[config.mk]
export PLATFORM = sky130hd
export DESIGN_NAME = single_ram_arbiter
export DESIGN_NICKNAME = d
export VERILOG_FILES = /design/src/rtl/single_ram_arbiter_pkg.sv /design/src/rtl/single_ram_arbiter_ram.sv /design/src/rtl/single_ram_arbiter.sv
export SDC_FILE = /design/constraint.sdc
export NUM_CORES = 1
export LEC_CHECK = 0
export BUFFER_PORTS_ARGS = -buffer_cell sky130_fd_sc_hd__buf_4
export CAP_MARGIN = 25
export CORE_ASPECT_RATIO = 0.8
export CORE_MARGIN = 1
export CORE_UTILIZATION = 41
export CTS_CLUSTER_SIZE = 14
export DETAILED_ROUTE_END_ITERATION = 8
export GPL_TIMING_DRIVEN = 0
export PLACE_DENSITY = 0.65
export SLEW_MARGIN = 20
export SYNTH_ARGS = -nofsm -noshare
export SYNTH_HDL_FRONTEND = slang
export SYNTH_SLANG_ARGS = --single-unit
[constraint.sdc]
create_clock -name i_clk -period 14.25 [get_ports i_clk]
set_clock_uncertainty 0.1 [all_clocks]
set_input_delay 0.7125 -clock i_clk [delete_from_list [all_inputs] [get_ports i_clk]]
set_output_delay 0.7125 -clock i_clk [all_outputs]
set_load 0.01 [all_outputs]
[src/rtl/single_ram_arbiter_pkg.sv]
// Shared constants and helpers for the two-requester RAM arbiter.
package single_ram_arbiter_pkg;

    // Arbiter FSM encoding
    localparam logic [1:0] S_RR    = 2'd0;
    localparam logic [1:0] S_LOCK0 = 2'd1;
    localparam logic [1:0] S_LOCK1 = 2'd2;

    // Requester indices as stored in the last-granted register
    localparam logic REQ0 = 1'b0;
    localparam logic REQ1 = 1'b1;

    // Bits needed to represent value (minimum 1)
    function automatic int unsigned clogb2(input int unsigned value);
        int unsigned v;
        int unsigned result;
        v      = value;
        result = 0;
        while (v != 0) begin
            result = result + 1;
            v      = v >> 1;
        end
        return (result == 0) ? 1 : result;
    endfunction

endpackage

[src/rtl/single_ram_arbiter_ram.sv]
// Single-port register RAM: synchronous write, combinational read, async clear.
module single_ram_arbiter_ram #(
    parameter int unsigned P_DATA_WIDTH = 4,
    parameter int unsigned P_ADDR_DEPTH = 128,
    parameter int unsigned P_ADDR_WIDTH = 7
) (
    input  logic                    clk,
    input  logic                    rst,
    input  logic                    ena,
    input  logic                    wea,
    input  logic [P_ADDR_WIDTH-1:0] addr,
    input  logic [P_DATA_WIDTH-1:0] wdata,
    output logic [P_DATA_WIDTH-1:0] rdata_c
);

    logic [P_DATA_WIDTH-1:0] mem [P_ADDR_DEPTH];
    logic                    in_range;

    // Addresses past the last word are legal but map to nothing
    assign in_range = 32'(addr) < P_ADDR_DEPTH;

    // Combinational read; out-of-range words read as zero
    always_comb begin
        rdata_c = '0;
        if (in_range) begin
            rdata_c = mem[addr];
        end
    end

    // Write port with whole-array clear on reset
    always_ff @(posedge clk or posedge rst) begin
        if (rst) begin
            for (int unsigned i = 0; i < P_ADDR_DEPTH; i++) begin
                mem[i] <= '0;
            end
        end else if (ena && wea && in_range) begin
            mem[addr] <= wdata;
        end
    end

endmodule

[src/rtl/single_ram_arbiter.sv]
// Round-robin arbiter with bounded burst locking in front of one shared RAM.
module single_ram_arbiter
    import single_ram_arbiter_pkg::*;
#(
    parameter  int unsigned P_DATA_WIDTH = 4,
    parameter  int unsigned P_ADDR_DEPTH = 128,
    parameter  int unsigned P_MAX_BURST  = 8,
    localparam int unsigned P_ADDR_WIDTH = clogb2(P_ADDR_DEPTH - 1)
) (
    input  logic                    i_clk,
    input  logic                    i_rst,
    input  logic                    i_req0_valid,
    input  logic                    i_req0_wr,
    input  logic                    i_req0_lock,
    input  logic [P_ADDR_WIDTH-1:0] i_req0_addr,
    input  logic [P_DATA_WIDTH-1:0] i_req0_wdata,
    output logic                    o_req0_ready,
    output logic                    o_req0_rvalid,
    output logic [P_DATA_WIDTH-1:0] o_req0_rdata,
    input  logic                    i_req1_valid,
    input  logic                    i_req1_wr,
    input  logic                    i_req1_lock,
    input  logic [P_ADDR_WIDTH-1:0] i_req1_addr,
    input  logic [P_DATA_WIDTH-1:0] i_req1_wdata,
    output logic                    o_req1_ready,
    output logic                    o_req1_rvalid,
    output logic [P_DATA_WIDTH-1:0] o_req1_rdata
);

    localparam int unsigned CNT_W = clogb2(P_MAX_BURST);

    logic [1:0]              state, state_n;
    logic                    r_last, last_n;
    logic [CNT_W-1:0]        r_burst_cnt, cnt_n;
    logic                    grant0, grant1;
    logic                    ram_ena, ram_wea;
    logic [P_ADDR_WIDTH-1:0] ram_addr;
    logic [P_DATA_WIDTH-1:0] ram_wdata, ram_rdata_c;

    // Grant selection: lock owner first, otherwise round-robin
    always_comb begin
        grant0 = 1'b0;
        grant1 = 1'b0;
        case (state)
            S_LOCK0: begin
                grant0 = i_req0_valid;
                grant1 = ~i_req0_valid & i_req1_valid;
            end
            S_LOCK1: begin
                grant1 = i_req1_valid;
                grant0 = ~i_req1_valid & i_req0_valid;
            end
            default: begin
                if (i_req0_valid && i_req1_valid) begin
                    grant0 = (r_last == REQ1);
                    grant1 = (r_last == REQ0);
                end else begin
                    grant0 = i_req0_valid;
                    grant1 = i_req1_valid;
                end
            end
        endcase
        if (i_rst) begin
            grant0 = 1'b0;
            grant1 = 1'b0;
        end
    end

    assign o_req0_ready = grant0;
    assign o_req1_ready = grant1;

    // Next-state, fairness pointer and burst counter
    always_comb begin
        state_n = state;
        last_n  = r_last;
        cnt_n   = r_burst_cnt;
        case (state)
            S_LOCK0: begin
                if (!i_req0_valid) begin
                    state_n = S_RR;
                    last_n  = REQ0;
                    cnt_n   = '0;
                end else begin
                    cnt_n = r_burst_cnt + CNT_W'(1);
                    if (!i_req0_lock || cnt_n == CNT_W'(P_MAX_BURST)) begin
                        state_n = S_RR;
                        last_n  = REQ0;
                        cnt_n   = '0;
                    end
                end
            end
            S_LOCK1: begin
                if (!i_req1_valid) begin
                    state_n = S_RR;
                    last_n  = REQ1;
                    cnt_n   = '0;
                end else begin
                    cnt_n = r_burst_cnt + CNT_W'(1);
                    if (!i_req1_lock || cnt_n == CNT_W'(P_MAX_BURST)) begin
                        state_n = S_RR;
                        last_n  = REQ1;
                        cnt_n   = '0;
                    end
                end
            end
            default: begin
                state_n = S_RR;
                cnt_n   = '0;
                if (grant0) begin
                    last_n = REQ0;
                    if (i_req0_lock && P_MAX_BURST > 1) begin
                        state_n = S_LOCK0;
                        cnt_n   = CNT_W'(1);
                    end
                end else if (grant1) begin
                    last_n = REQ1;
                    if (i_req1_lock && P_MAX_BURST > 1) begin
                        state_n = S_LOCK1;
                        cnt_n   = CNT_W'(1);
                    end
                end
            end
        endcase
    end

    // Arbiter state registers
    always_ff @(posedge i_clk or posedge i_rst) begin
        if (i_rst) begin
            state       <= S_RR;
            r_last      <= REQ1;
            r_burst_cnt <= '0;
        end else begin
            state       <= state_n;
            r_last      <= last_n;
            r_burst_cnt <= cnt_n;
        end
    end

    // RAM command mux from the granted requester
    always_comb begin
        ram_ena   = grant0 | grant1;
        ram_wea   = grant0 ? i_req0_wr    : (grant1 & i_req1_wr);
        ram_addr  = grant0 ? i_req0_addr  : i_req1_addr;
        ram_wdata = grant0 ? i_req0_wdata : i_req1_wdata;
    end

    single_ram_arbiter_ram #(
        .P_DATA_WIDTH(P_DATA_WIDTH),
        .P_ADDR_DEPTH(P_ADDR_DEPTH),
        .P_ADDR_WIDTH(P_ADDR_WIDTH)
    ) u_ram (
        .clk    (i_clk),
        .rst    (i_rst),
        .ena    (ram_ena),
        .wea    (ram_wea),
        .addr   (ram_addr),
        .wdata  (ram_wdata),
        .rdata_c(ram_rdata_c)
    );

    // Per-requester read return, captured at the accepting edge
    always_ff @(posedge i_clk or posedge i_rst) begin
        if (i_rst) begin
            o_req0_rvalid <= 1'b0;
            o_req0_rdata  <= '0;
            o_req1_rvalid <= 1'b0;
            o_req1_rdata  <= '0;
        end else begin
            o_req0_rvalid <= grant0 & ~i_req0_wr;
            o_req1_rvalid <= grant1 & ~i_req1_wr;
            if (grant0 && !i_req0_wr) begin
                o_req0_rdata <= ram_rdata_c;
            end
            if (grant1 && !i_req1_wr) begin
                o_req1_rdata <= ram_rdata_c;
            end
        end
    end

endmodule

======== Word-level counts from Yosys, hierarchy flattened ========
Index checks and enable logic that the tools add are counted.
W data, S select, Z words.
word-level totals
  bits in registers ....................... 529
  input bits .............................. 30
  logic and storage cells ................. 209
  output and inout bits ................... 12
operators by class
  equal/unequal tests ..................... 5
  magnitude comparators ................... 2
  add/sub/neg operators ................... 1
  bitwise logic cells ..................... 12
  reductions and logical operators ........ 14
  multiplexer cells ....................... 40
operator list
  operator               number
  $bwmux W512            1
  $mux W4                9
  $bmux W4 S7            1
  $demux W4 S7           1
  $mux W1                15
  $mux W2                7
  $ge A8 B8 Y1 const B   1
  $lt A8 B1 Y1 const B   1
  $not A7 Y8             1
  $pmux W4 S2            1
  $mux W7                1
  $ne A3 B3 Y1 const B   2
  $pmux W1 S2            3
  $and A1 B1 Y1          5
  $logic_and A1 B1 Y1    5
  $not A1 Y1             5
  $add A4 B1 Y4 const B  1
  $eq A4 B4 Y1 const B   1
  $logic_not A1 Y1       4
  $pmux W2 S2            1
  $reduce_bool A4 Y1     1
  $reduce_and A3 Y1      1
  $eq A2 B1 Y1 const B   1
  $eq A2 B2 Y1 const B   1
  3 further kinds        4

======== Logic depth before layout (Yosys ltp) ========
Gate-level depths: netlist of the first run.
  word-level depth ........................ 11
  gate-level depth with buffers ........... 15
  gate-level depth less buffers ........... 11

======== Modules after synthesis ========
From an unflattened synthesis of the first run, not the netlist that was laid out.
unflattened totals
  cell total of the unflattened synthesis .. 1939
  area total of the unflattened synthesis .. 25265.5 sq um
by module, submodules not included
  module                  sequential area each (sq um)  area each (sq um)  times used  cells an instance
  single_ram_arbiter_ram  12812.3                       24148.2            1           1816
  single_ram_arbiter      426.7                         1117.3             1           123

======== Worst setup path before layout of the first run ========
No wires, ideal clock.
  path type ............................... register to register
  from .................................... reg state[0]
  to ...................................... reg o_req0_rdata[0]
  data required time ...................... 14025 ps
  slack ................................... 10921 ps
  arrival ................................. 3105 ps
  setup time .............................. 125 ps
  stages on the path, launching flop included .. 14
  cells stage by stage .................... dfrtp_1 > inv_1 > ha_1 > buf_4 > mux2i_1 > a2111o_1 > buf_4 > buf_6 > mux2i_1 > mux2i_1 > o2111ai_1 > a2111oi_0 > o2111ai_1 > mux2_2
on the way
  cells in the longest elaborated chain, start to end .. 8
  elaborated cells between the ends (all ways) .. 10
  classes of those cells .................. eq/ne: 2; mux: 6; bitwise: 1; reduce/logical: 1
ends and longest elaborated chain
  element                                       line                          text
  start: declaration                            single_ram_arbiter.sv:32      logic [1:0] state, state_n;
  start signal: assignment                      single_ram_arbiter.sv:133     state <= state_n;
  $eq A2 B2 Y1 or $eq A2 B1 Y1 (tied branches)  single_ram_arbiter.sv:44      case (state)
  $pmux W1 S2 *                                 single_ram_arbiter.sv:44
  $mux W1 *                                     single_ram_arbiter.sv:63      if (i_rst) begin
  $mux W7                                       single_ram_arbiter.sv:143     ram_addr = grant0 ? i_req0_addr : i_req1_addr;
  $not A7 Y8 (implied by the code)              single_ram_arbiter_ram.sv:26  rdata_c = mem[addr];
  $bmux W4 S7                                   single_ram_arbiter_ram.sv:26
  $mux W4 (implied by the code) (2 in a row)    single_ram_arbiter_ram.sv:26
  end signal: assignment                        single_ram_arbiter.sv:172     o_req0_rdata <= ram_rdata_c;
  end: declaration                              single_ram_arbiter.sv:19      output logic [P_DATA_WIDTH-1:0] o_req0_rdata,
Every way passes the cells marked *; elsewhere a longest branch is shown, timed or not. The select of a mux whose other input is x is not followed.
A chain may end at the register's enable or synchronous reset.

======== Worst setup path in the final report of the first run ========
  from .................................... reg state[0]
  to ...................................... reg o_req1_rdata[3]
on the way
  cells in the longest elaborated chain, start to end .. 8
  elaborated cells between the ends (all ways) .. 12
  classes of those cells .................. eq/ne: 2; mux: 8; bitwise: 1; reduce/logical: 1
ends and longest elaborated chain
  element                                       line                          text
  $eq A2 B2 Y1 or $eq A2 B1 Y1 (tied branches)  single_ram_arbiter.sv:44
  $pmux W1 S2                                   single_ram_arbiter.sv:44
  $mux W1                                       single_ram_arbiter.sv:63
  $mux W7                                       single_ram_arbiter.sv:143
  $not A7 Y8 (implied by the code)              single_ram_arbiter_ram.sv:26
  $bmux W4 S7                                   single_ram_arbiter_ram.sv:26
  $mux W4 (implied by the code) (2 in a row)    single_ram_arbiter_ram.sv:26
  end signal: assignment                        single_ram_arbiter.sv:175     o_req1_rdata <= ram_rdata_c;
  end: declaration                              single_ram_arbiter.sv:27      output logic [P_DATA_WIDTH-1:0] o_req1_rdata
Parallel ways exist; a longest one is shown, timed or not. The select of a mux whose other input is x is not followed.

==> out/metrics.cfg, run 1 <==
[run_status]
outcome=completed

[synth]
synthMuxAreaShare_pct=19.1
synth_commonest_cells=nand2_1 (551), dfrtp_1 (528), nand2b_1 (512)
synth_area_leader_cell=dfrtp_1
synth.most_common_cell=nand2_1
synth_area_leaders=dfrtp_1 (42%), mux2_2 (18%), nand2b_1 (10%)
synth-simple-area-share_pct=19.7
synth_top_family_by_area=simple AND/OR/NAND/NOR gates
synth-compound-area-share_pct=15.0
synthXorXnorAreaFrac_pct=0.0839
syn-num-nets=3466
postSynthCellCount=3432
syn_area_um2=31300
synth_fa_ha_area_share_pct=0.160
yosysUniqueCellTypes=48
yosysSeqAreaShare_pct=42.3
syn_area_per_cell_um2=9.13
synth_top_area_share_pct=42.2
synth_top_flop_cell=dfrtp_1
async_flop_share_pct=100
yosys_warnings=0
synth_seq_cells=529
synth_edf_count=0

[timing]
fmax_ghz=0.163
timing.final.crit_share_pct=43.0
setup_tns_ns=0
max_slew_margin_pct=13.4
rsz0062_at_grt=no
hold_viol_final=0
worst_slack_ns=8.12
setup_violations=0
min_period_ns=6.13
worstMarginPinSlew_ns=1.30
slew_viol_final=0

[critical_path]
worstPathMaxFanout=10
rrSetupSlack_ns=8.12
r2r_start=state[0]$_DFFE_PP0P_
endpoint_kind=flip-flop
cp-start-kind=flip-flop
crit_type=reg2reg
r2r_cells=15
cp.required_ns=14.69
arrival_ns=6.57
r2r_end=o_req1_rdata[3]$_DFFE_PP0P_

[cts]
cts-root-buf=clkbuf_16
htree_levels=2
insertion_delay_ns=0.66
clk_pin_slew_ns=0.06
clk_path_buf_depth=3
cts_tree=built
cts_setup_buffers=0
cts_hold_buf=0
numCtsBuffers=57
clock-sinks=529
post_cts_resized=0

[placed_design]
io_buffers=39
hpwl_um=92900
gp_congestion=1.05
dp_slack_ns=8.84

[layout]
area_growth_pct=12.8
drive_gt1_share_pct=21.3
fin_nets=3588
final_core_util_pct=46.8

[floorplan]
chipWidth_um=311
dieArea_um2=77500
pin_count=42
die_y_um=249
fp.coreArea_um2=75400
rows=90
initial_core_util_pct=41.5

[global_routing]
grt_max_degree=35
grt_pass1_vias=26800
grt_first_pass_wirelength_um=188000
overflow=0
track_usage_pct=32.9
grt_antenna_before_repair=13

[detailed_routing]
wl_per_cell_um=28.1
totalWireLength_um=130000
drt-vias-per-instance=6.29
drt_iter0_drc=4757
antenna_left=0
dr.pass1.iters=7
drc=0
num_vias=29000

[pwr]
p_switching_uw=1270
powerDensity_nw_per_um2=113
p_leak_uw=0.0139
internal_power_uw=2730
pwr-share-seq_pct=41.7
clkPwrFrac_pct=39.9
swShare_pct=31.7
p_comb_share_pct=18.4
peakVddDrop_uv=102

[min_path]
min_path_type=in2async

[flow_run]
cap_violations=0

==> final cells by class <==
cell class / count / area [um^2]
Buffer: 270 / 1150
Antenna cell: 7 / 17.5
Multi-Input combinational cell: 2626 / 16900
Clock inverter: 18 / 274
Timing Repair Buffer: 63 / 756
Sequential cell: 529 / 13200
Tap cell: 1012 / 1270
Inverter: 7 / 31.3
Fill cell: 7177 / 40100
Clock buffer: 84 / 1660
==> cell families (layout without fill, tap and decap cells) <==
| logic type | after synthesis | in the layout |
|---|---|---|
| fa+ha+maj | 4 | 4 |
| mux | 532 | 532 |
| xor+xnor | 3 | 3 |
| flops | 529 | 529 |
| buf+inv | 277 | 442 |
| other cells | 0 | 7 |
| simple gates | 1227 | 1227 |
| compound gates | 860 | 860 |
==> worst max path at each step <==
| stage | from | to | slack [ns] | depth (start not counted) |
|---|---|---|---|---|
| 3_5_place_dp | state[0]$_DFFE_PP0P_ | o_req1_rdata[1]$_DFFE_PP0P_ | 8.84 | 15 |
| 5_1_grt | state[0]$_DFFE_PP0P_ | o_req0_rdata[3]$_DFFE_PP0P_ | 8.36 | 15 |
| 4_1_cts | state[0]$_DFFE_PP0P_ | o_req1_rdata[3]$_DFFE_PP0P_ | 8.72 | 15 |
| 2_1_floorplan | i_rst | o_req0_rdata[0]$_DFFE_PP0P_ | 6.25 | 1 |
| 6_report | state[0]$_DFFE_PP0P_ | o_req1_rdata[3]$_DFFE_PP0P_ | 8.12 | 15 |
| 3_3_place_gp | i_rst | u_ram.mem[80]$_DFFE_PP0P_ | 2.85 | 2 |
==> worst max-delay path, cell delays in order, from the launching register on <==
cell and delay (ns):
dfrtp_1 0.36, inv_1 0.06, ha_1 0.28, buf_4 0.17, mux2i_1 0.12, a2111o_1 0.49
buf_4 0.22, clkinv_2 0.11, buf_4 0.27, buf_2 0.44, a21oi_1 0.07, o21ai_0 0.84
a41oi_1 0.45, a2111oi_1 1.13, o2111ai_1 0.48, mux2_2 0.42
==> registers in the layout (all words and copies together), names as in the netlist <==
| signal | count |
|---|---|
| o_req1_rdata | 4 |
| state | 2 |
| r_burst_cnt | 4 |
| o_req0_rvalid | 1 |
| o_req1_rvalid | 1 |
| o_req0_rdata | 4 |
| r_last | 1 |
| u_ram.mem | 512 |
==> power groups by stage <==
stage,Combinational [uW],Sequential [uW],Clock [uW]
after floorplan,386,1680,0
after global placement,669,1690,0
after detailed placement,694,1690,0
after CTS,697,1670,1600
after global routing,753,1680,1660
final,736,1670,1600
==> metrics by stage <==
| step | hold slack [ns] | instances | total power (uW) | instance area [um^2] |
|---|---|---|---|---|
| after floorplan | 0.380 | 3432 | 2060 | 31300 |
| after global placement | 0.388 | 4483 | 2360 | 32900 |
| after detailed placement | 0.396 | 4505 | 2390 | 33300 |
| after CTS | 0.00999 | 4607 | 3960 | 35300 |
| after global routing | 0.0551 | 4610 | 4090 | 35300 |
| final | 0.0117 | 4616 | 4010 | 35300 |
==> per-layer routing <==
metal | vias to the layer above | global-route usage (%) | wire length (um)
met1 | 14500 | 46.2 | 52000
met4 | 2 | 16.2 | 7240
li1 | 12000 | - | -
met3 | 391 | 12.1 | 19300
met2 | 2095 | 43.9 | 51100
met5 | - | 0 | 148
==> placed cells by master, fill, tap and decap left out, types with 17 or more instances in the layout <==
cell,n
a21oi_1,507
a41oi_1,60
buf_2,36
buf_4,54
clkbuf_1,224
clkbuf_16,59
dfrtp_1,528
mux2_2,507
nand2_1,551
nand2b_1,512
nor2_1,101
nor2_2,17
o21ai_0,249
No activity file was read; power rests on OpenSTA's default activity.
==> run 2, diff against run 1 <==
Settings changed: PLACE_DENSITY 0.65 to 0.63.
Clock period 14.25 ns to 6.4 ns, I/O delays scaled along.
==> out/metrics.cfg, run 2 (same netlist as run 1, synthesis figures left out) <==
[run_status]
outcome=completed

[cts]
insertion_delay_ns=0.65  ; about the same
clk_pin_slew_ns=0.06  ; about the same
cts-root-buf=clkbuf_16
cts_tree=built
htree_levels=2  ; unchanged
clk_path_buf_depth=3  ; unchanged
post_cts_resized=0  ; unchanged
clock-sinks=529  ; unchanged
numCtsBuffers=57  ; unchanged

[timing]
setup_violations=0  ; unchanged
timing.final.crit_share_pct=87.6  ; +45 points
hold_viol_final=0  ; unchanged
slew_viol_final=0  ; unchanged
max_slew_margin_pct=14.3  ; +0.99 points
hold-worst-slack_ns=0.0997  ; +0.0880 ns
rsz0062_at_grt=no
worstMarginPinSlew_ns=1.28  ; -0.0116 ns
min_period_ns=5.61  ; -0.524 ns
setup_tns_ns=0  ; unchanged
fmax_ghz=0.178  ; +9.3%

[pwr]
powerDensity_nw_per_um2=249  ; +120%
p_leak_uw=0.0139  ; +0.22%
peakVddDrop_uv=254  ; +150%

[detailed_routing]
wl_per_cell_um=27.8  ; -1.2%
antenna_left=0  ; unchanged
drc=0  ; unchanged
dr.pass1.iters=6  ; -1
totalWireLength_um=129000  ; -0.89%
drt_iter0_drc=4239  ; -11%
drt-vias-per-instance=6.17  ; -1.8%
num_vias=28600  ; -1.5%

[global_routing]
track_usage_pct=32.5  ; -0.42 points
grt_pass1_vias=25900  ; -3.6%
grt_antenna_before_repair=10  ; -3
overflow=0  ; unchanged
grt_first_pass_wirelength_um=185000  ; -1.9%
grt_max_degree=35  ; unchanged

[critical_path]
crit_top_cell=buf_4
worstPathMaxFanout=11  ; +1
path_cells=inv_1, ha_1, buf_4, nor3_2, a2111o_1, buf_4, buf_6, buf_4, buf_1, a21oi_1, o21ai_0, a41oi_1, a2111oi_1, o2111ai_1, mux2_2
endpoint_kind=flip-flop
max_stage_delay_ns=1.01  ; -0.12 ns
cp.required_ns=6.83  ; -7.86 ns
cpMaxStageDelayCell=a2111oi_1
r2r_cells=15  ; unchanged
cp-start-kind=flip-flop
crit_type=reg2reg
arrival_ns=6.04  ; -0.53 ns

[layout]
largest-register=u_ram.mem
drive_gt1_share_pct=21.5  ; +0.17 points
layout_commonest_cell=nand2_1
nFillCells=7244  ; +0.93%
layout_common_cells=nand2_1 (551), dfrtp_1 (528), nand2b_1 (512)
largest_reg_flops=512  ; unchanged
fin_nets=3597  ; +0.25%
area_growth_pct=12.9
finalInstanceArea_um2=35400  ; +0.11%

[floorplan]
rows=90  ; unchanged
pin_count=42  ; unchanged
chipWidth_um=311  ; unchanged
die_y_um=249  ; unchanged
initial_core_util_pct=41.5  ; unchanged
dieArea_um2=77500  ; unchanged
fp.coreArea_um2=75400  ; unchanged

[min_path]
min_path_type=in2reg
hold-path-cell-count=4

[flow_run]
cap_violations=0  ; unchanged

[placed_design]
io_buffers=39  ; unchanged
gp_congestion=1.09  ; +3.9%
dpl_cell_area_um2=33300  ; about the same
hpwl_um=92100  ; -0.87%

run 2: cell types whose count changed in the layout (fill, tap and decap cells not counted), moves of 2 or more:
cell	delta
buf_8	+2
bufinv_16	-5
clkbuf_1	-3
clkbuf_16	-2
clkbuf_8	+10
clkinv_2	+3
dlygate4sd3_1	+7
run 2: path summary, 6_finish.rpt:
path	startpoint	to	slack, ns
max	state[0]$_DFFE_PP0P_	o_req1_rdata[0]$_DFFE_PP0P_	0.79
min	i_req1_valid	state[1]$_DFFE_PP0P_	0.1
max reg2reg	state[0]$_DFFE_PP0P_	o_req1_rdata[0]$_DFFE_PP0P_	0.79
min reg2reg	o_req1_rdata[0]$_DFFE_PP0P_	o_req1_rdata[0]$_DFFE_PP0P_	0.41
max in group asynchronous	i_rst	u_ram.mem[84]$_DFFE_PP0P_	4.81
min in group asynchronous	i_rst	u_ram.mem[270]$_DFFE_PP0P_	0.14
run 2: layout make-up:
cell class	instances	area (um^2)	share of cell area, %
multi-input combinational	2626	16900	47.9
sequential	529	13200	37.4
clock buffer	88	1730	4.90
tap	1012	1270	3.58
buffer	270	1150	3.25
timing repair buffer	72	842	2.38
clock inverter	18	156	0.442
inverter	7	31.3	0.0885
antenna	7	17.5	0.0495
run 2: worst max-delay path: cells and delay by family, from the launching register on:
kind	cells	cell delay (ns)
flops	1	0.35
simple gates	1	0.21
fa+ha+maj	1	0.28
mux	1	0.38
buf+inv	6	1.50
compound gates	6	2.63
run 2: what timing repair did:
item,CTS,global route
endpoints found under the hold margin,69,0
setup buffers,0,0
hold buffers,7,0
run 2: layer usage:
layer  track usage, %  vias to the layer above  part of all wire, %
li1                 -                    12100                    -
met1             45.9                    14200                   41
met2             43.9                     1977                   40
met3             12.5                      344                   15
met4             12.9                       10                  4.7
met5                0                        -                 0.14
run 2: where the power goes:
group	leakage, uW	internal, uW	total [uW]	switching (uW)
clock network	0.000938	1940	3430	1490
registers	0.00734	3560	3720	165
logic	0.00564	472	1640	1170
total	0.0139	5960	8790	2820
run 2: through the flow:
| step | util, % | setup slack [ns] | power [uW] | cells |
|---|---|---|---|---|
| after floorplan | - | -1.21 | 4590 | 3432 |
| after global placement | 43.6 | -4.70 | 5260 | 4483 |
| after detailed placement | 44.2 | 1.09 | 5310 | 4504 |
| after CTS | 46.8 | 1.07 | 8690 | 4617 |
| after global routing | 46.8 | 0.866 | 8980 | 4622 |
| final | 46.9 | 0.793 | 8790 | 4629 |
